==> src/rtl/hc161_pkg.sv <==
// ============================================================================
// hc161_pkg : shared types and helpers for the HC161 cascade timer controller
// Rev 1.0
// ============================================================================
`default_nettype none

package hc161_pkg;

   localparam int c_slice_w = 4;

   typedef enum logic [1:0] {
      IDLE = 2'd0,
      LOAD = 2'd1,
      RUN  = 2'd2
   } state_t;

   // Two's-complement of the period at the given width; a period of 0 yields 0 (full 2^W span).
   function automatic logic [63:0] load_value(input logic [63:0] period, input int width);
      logic [63:0] mask;
      mask = (width >= 64) ? '1 : ((64'd1 << width) - 64'd1);
      return (64'd0 - period) & mask;
   endfunction

endpackage

`default_nettype wire

==> src/rtl/hc161_period_cnt.sv <==
// ============================================================================
// hc161_period_cnt : registered done pulse and completed-period counter
// Rev 1.0
// ============================================================================
`default_nettype none

module hc161_period_cnt #(
   parameter int CNT_W = 8
) (
   input  logic             clk,
   input  logic             rst,
   input  logic             i_clear,
   input  logic             i_term,
   output logic             o_done,
   output logic [CNT_W-1:0] o_periods
);

   logic             r_done;
   logic [CNT_W-1:0] r_periods;

   always_ff @(posedge clk) begin
      if (rst) begin
         r_done    <= 1'b0;
         r_periods <= '0;
      end else begin
         r_done <= i_term;
         if (i_clear)
            r_periods <= '0;
         else if (i_term)
            r_periods <= r_periods + 1'b1;
      end
   end

   assign o_done    = r_done;
   assign o_periods = r_periods;

endmodule

`default_nettype wire

==> src/rtl/hc161_timer_ctrl.sv <==
// ============================================================================
// hc161_timer_ctrl : start/stop sequencer driving a cascade of HC161 counters
// Rev 1.0
// ============================================================================
`default_nettype none

module hc161_timer_ctrl
   import hc161_pkg::*;
#(
   parameter int STAGES = 2,
   parameter int CNT_W  = 8
) (
   input  logic                          CP,
   input  logic                          MR,
   input  logic                          start_i,
   input  logic                          stop_i,
   input  logic                          reload_i,
   input  logic [c_slice_w*STAGES-1:0]   period_i,
   input  logic                          tick_i,
   input  logic                          cnt_tc_i,
   output logic                          cnt_mr_n_o,
   output logic                          cnt_pe_n_o,
   output logic                          cnt_cep_o,
   output logic                          cnt_cet_o,
   output logic [c_slice_w*STAGES-1:0]   cnt_d_o,
   output logic                          busy_o,
   output logic                          done_o,
   output logic [CNT_W-1:0]              periods_o
);

   localparam int W = c_slice_w * STAGES;

   state_t         r_state;
   logic [W-1:0]   r_period;
   logic           r_reload;
   logic [W-1:0]   w_load;
   logic           w_start;
   logic           w_tc_evt;
   logic           w_term;

   assign w_load   = W'(load_value(64'(r_period), W));
   assign w_start  = (r_state == IDLE) && start_i && !stop_i;
   // A stalled TC (tick low) must not end the period.
   assign w_tc_evt = (r_state == RUN) && cnt_tc_i && tick_i;
   assign w_term   = w_tc_evt && !stop_i;

   always_ff @(posedge CP) begin
      if (MR) begin
         r_state  <= IDLE;
         r_period <= '0;
         r_reload <= 1'b0;
      end else begin
         case (r_state)
            IDLE: begin
               if (w_start) begin
                  r_period <= period_i;
                  r_reload <= reload_i;
                  r_state  <= LOAD;
               end
            end
            LOAD:    r_state <= stop_i ? IDLE : RUN;
            RUN: begin
               if (stop_i || (w_tc_evt && !r_reload))
                  r_state <= IDLE;
            end
            default: r_state <= IDLE;
         endcase
      end
   end

   always_comb begin
      cnt_mr_n_o = 1'b0;
      cnt_pe_n_o = 1'b1;
      cnt_cep_o  = 1'b0;
      cnt_cet_o  = 1'b0;
      cnt_d_o    = '0;
      case (r_state)
         LOAD: begin
            cnt_mr_n_o = 1'b1;
            cnt_pe_n_o = 1'b0;
            cnt_d_o    = w_load;
         end
         RUN: begin
            cnt_mr_n_o = 1'b1;
            cnt_cet_o  = 1'b1;
            cnt_cep_o  = tick_i;
            cnt_d_o    = w_load;
            cnt_pe_n_o = !(w_term && r_reload);
         end
         default: ;
      endcase
   end

   assign busy_o = (r_state != IDLE);

   hc161_period_cnt #(
      .CNT_W (CNT_W)
   ) u_period_cnt (
      .clk       (CP),
      .rst       (MR),
      .i_clear   (w_start),
      .i_term    (w_term),
      .o_done    (done_o),
      .o_periods (periods_o)
   );

endmodule

`default_nettype wire

==> config.mk <==
export PLATFORM = sky130hd
export DESIGN_NAME = hc161_timer_ctrl
export DESIGN_NICKNAME = d
export VERILOG_FILES = /design/src/rtl/hc161_pkg.sv /design/src/rtl/hc161_period_cnt.sv /design/src/rtl/hc161_timer_ctrl.sv
export SDC_FILE = /design/constraint.sdc
export NUM_CORES = 1
export LEC_CHECK = 0
export ABC_AREA = 1
export ABC_CLOCK_PERIOD_IN_PS = 4400
export CORE_UTILIZATION = 44
export CTS_BUF_LIST = sky130_fd_sc_hd__clkbuf_8
export DETAILED_ROUTE_END_ITERATION = 6
export PLACE_DENSITY = 0.78
export SLEW_MARGIN = 20
export SYNTH_ARGS = -nofsm -noshare
export SYNTH_HDL_FRONTEND = slang
export SYNTH_HIERARCHICAL = 1
export SYNTH_SLANG_ARGS = --single-unit
==> constraint.sdc <==
create_clock -name CP -period 4.4 [get_ports CP]
set_input_delay 0.44 -clock CP [delete_from_list [all_inputs] [get_ports CP]]
set_output_delay 0.44 -clock CP [all_outputs]
set_load 0.02 [all_outputs]
==> metrics <==
status=finished clean; number of synthesized flops with an enable pin=0; Synth Area per Inst=6.79 um2; RSZ-0062 raised after global routing=no; gr usage total=20.6%; final hold viol count=0; overall die area=2590 um2; I/O Pins=37; Flop pwr share=36.3%; Chip Width=50.9 um; ys async rst share=0%; Worst Setup Path Type=input port to output port; area delta synth->final=43.3%; # DRC=0; sw power=165 uW; diode count=0; Placed Instance Area=1440 um2; total CTS buffers=3; global-route wire length before repair=4.04 mm; filler cell count=195; CTS Root Cell=clkbuf_8; pwr/cell area=367 nW/um2; Slew HR=70.8%; Post-DP HPWL=1.78 mm; drt first pass iters=4; Internal=about 390 uW; Mapped Cells=155; VDD IR max=~0.25 mV; Initial DRC Count=17; Yosys cell types=20; via count=1106; Clock power frac=between 30% and 40%; postcts setup bufs=0; WL/cell=10.4 um; Core Region=2230 um2; final WL=2.31 mm; sw frac=29.8%; CTS tree=done; post-route ant nets=0; min-delay worst type=flop to flop; post-synth top area cell=dfxtp_1; Worst-Margin Slew=0.436 ns; Setup TNS=0 ns; Post-synth top cells=nor2_1 (29), nand2_1 (27), inv_1 (22); clk slew on worst S/H paths=0.07 ns; Hold Buf Count CTS=0; Seq/Total Area, Yosys=38.0%; #FFs+latches synth=20; CTS resizes=0; antenna violations before repair=0; Yosys top cell area share=38.0%; clock sink count=20; Rows=17; total number of H-tree levels=1; Leakage=0.000638 uW; hold slack final=0.495 ns; Post-Syn Nets=175; synth top area cells=dfxtp_1 (38%), nor2_1 (10%), nand2_1 (9.6%); grt ovf=0; period utilization=58.4%; Die Span Y=between 50 and 60 um; worst-skew pair later-pin latency=0.26 ns; Port Buf Inserts=36; layout cells sized above 1=under 10%; peak fanout along the critical path=7; largest net degree at the start of global routing=15; crit path DAT=around 2.1 ns; dominant synthesized flop cell=dfxtp_1; flop2flop setup slack=2.51 ns; most numerous cell in the Yosys netlist=nor2_1; vias in the first global route=roughly 1000; Max-Cap Viols=0; Starting Density=between 40% and 50%; Tmin final=2.57 ns; Crit. End Element=output port; synthesized area=around 1100 um2; startpoint types=input port; Synth Warn #=6; Final Slew Violations=0; Max Clock Freq=0.389 GHz; Nets=215; final setup fails=0; CTS Buffer Depth=2; gp weighted congestion=0.818; Final Total Pwr=553 uW; Fin Clk Skew=about 0.0013 ns; final instance area=1510 um2; Via density=4.98; Logic pwr share=30.5%; CP required=3.96 ns
## stage by stage
step                util [%]  instances  worst slack [ns]
CTS                     67.5        222              1.85
detailed placement      64.3        218              1.86
finish                  67.5        222              1.83
global placement        64.3        218              1.92
floorplan                  -        155              2.59
global route            67.5        222              1.66
## cell type report
class,instances,area [um2],share of cell area (%)
multi-input cells,110,551,36.5
inverters,24,90.1,5.98
clock inverters,1,30.0,1.99
repair buffers,36,360,23.9
flip-flops and latches,20,400,26.6
clock buffers,3,41.3,2.74
well taps,28,35.0,2.32
## critical path: stages
cell and delay (ns):
clkdlybuf4s50_1 0.48, nand3_1 0.14, nor2_1 0.38, a22oi_1 0.12, clkdlybuf4s50_1 0.56
## per-layer routing
metal	GRT usage (%)	routed length, um	vias to the layer above
li1	-	-	576
met1	20.6	989	479
met2	39.5	1130	44
met3	4.76	142	7
met4	9.26	46	0
met5	0	0	-
## path summary, 6_finish.rpt
check | start | endpoint | cells after the start
min reg2reg | u_period_cnt/o_periods[3]$_SDFFE_PP0P_ | u_period_cnt/o_periods[3]$_SDFFE_PP0P_ | 1
max | tick_i | cnt_pe_n_o | 5
min | u_period_cnt/o_periods[3]$_SDFFE_PP0P_ | u_period_cnt/o_periods[3]$_SDFFE_PP0P_ | 1
max reg2reg | r_state[0]$_SDFFE_PP0P_ | u_period_cnt/o_periods[4]$_SDFFE_PP0P_ | 9
## flip-flops by register name (all words and copies together), names as in the netlist
register                cells
r_period                    8
u_period_cnt/o_periods      8
u_period_cnt/o_done         1
r_state                     2
r_reload                    1
## kinds of logic (layout without fill, tap and decap cells)
family	Yosys count	in the layout	synth area share, %
DFF	20	20	38.0
buffers and inverters	25	64	9.63
adders and majority gates	5	5	5.95
AOI/OAI and AO/OA	34	34	17.1
and+or+nand+nor	71	71	29.3
## cell usage in the layout, fill, tap and decap left out, drive strengths merged
cell type,instances
clkdlybuf4s50,36
nor2,32
nand2,28
inv,24
dfxtp,20
o21ai,19
a21oi,14
nand3,7
ha,5
clkbuf,3
nor3,2
nand4,2
a22oi,1
bufinv,1
## power groups by stage
stage / clock (uW) / sequential (uW) / combinational (uW)
global route: 196 / 202 / 188
CTS: 187 / 200 / 170
detailed placement: 0 / 205 / 169
finish: 184 / 201 / 169
floorplan: 0 / 203 / 103
global placement: 0 / 204 / 165
No activity file was read; power rests on OpenSTA's default activity.
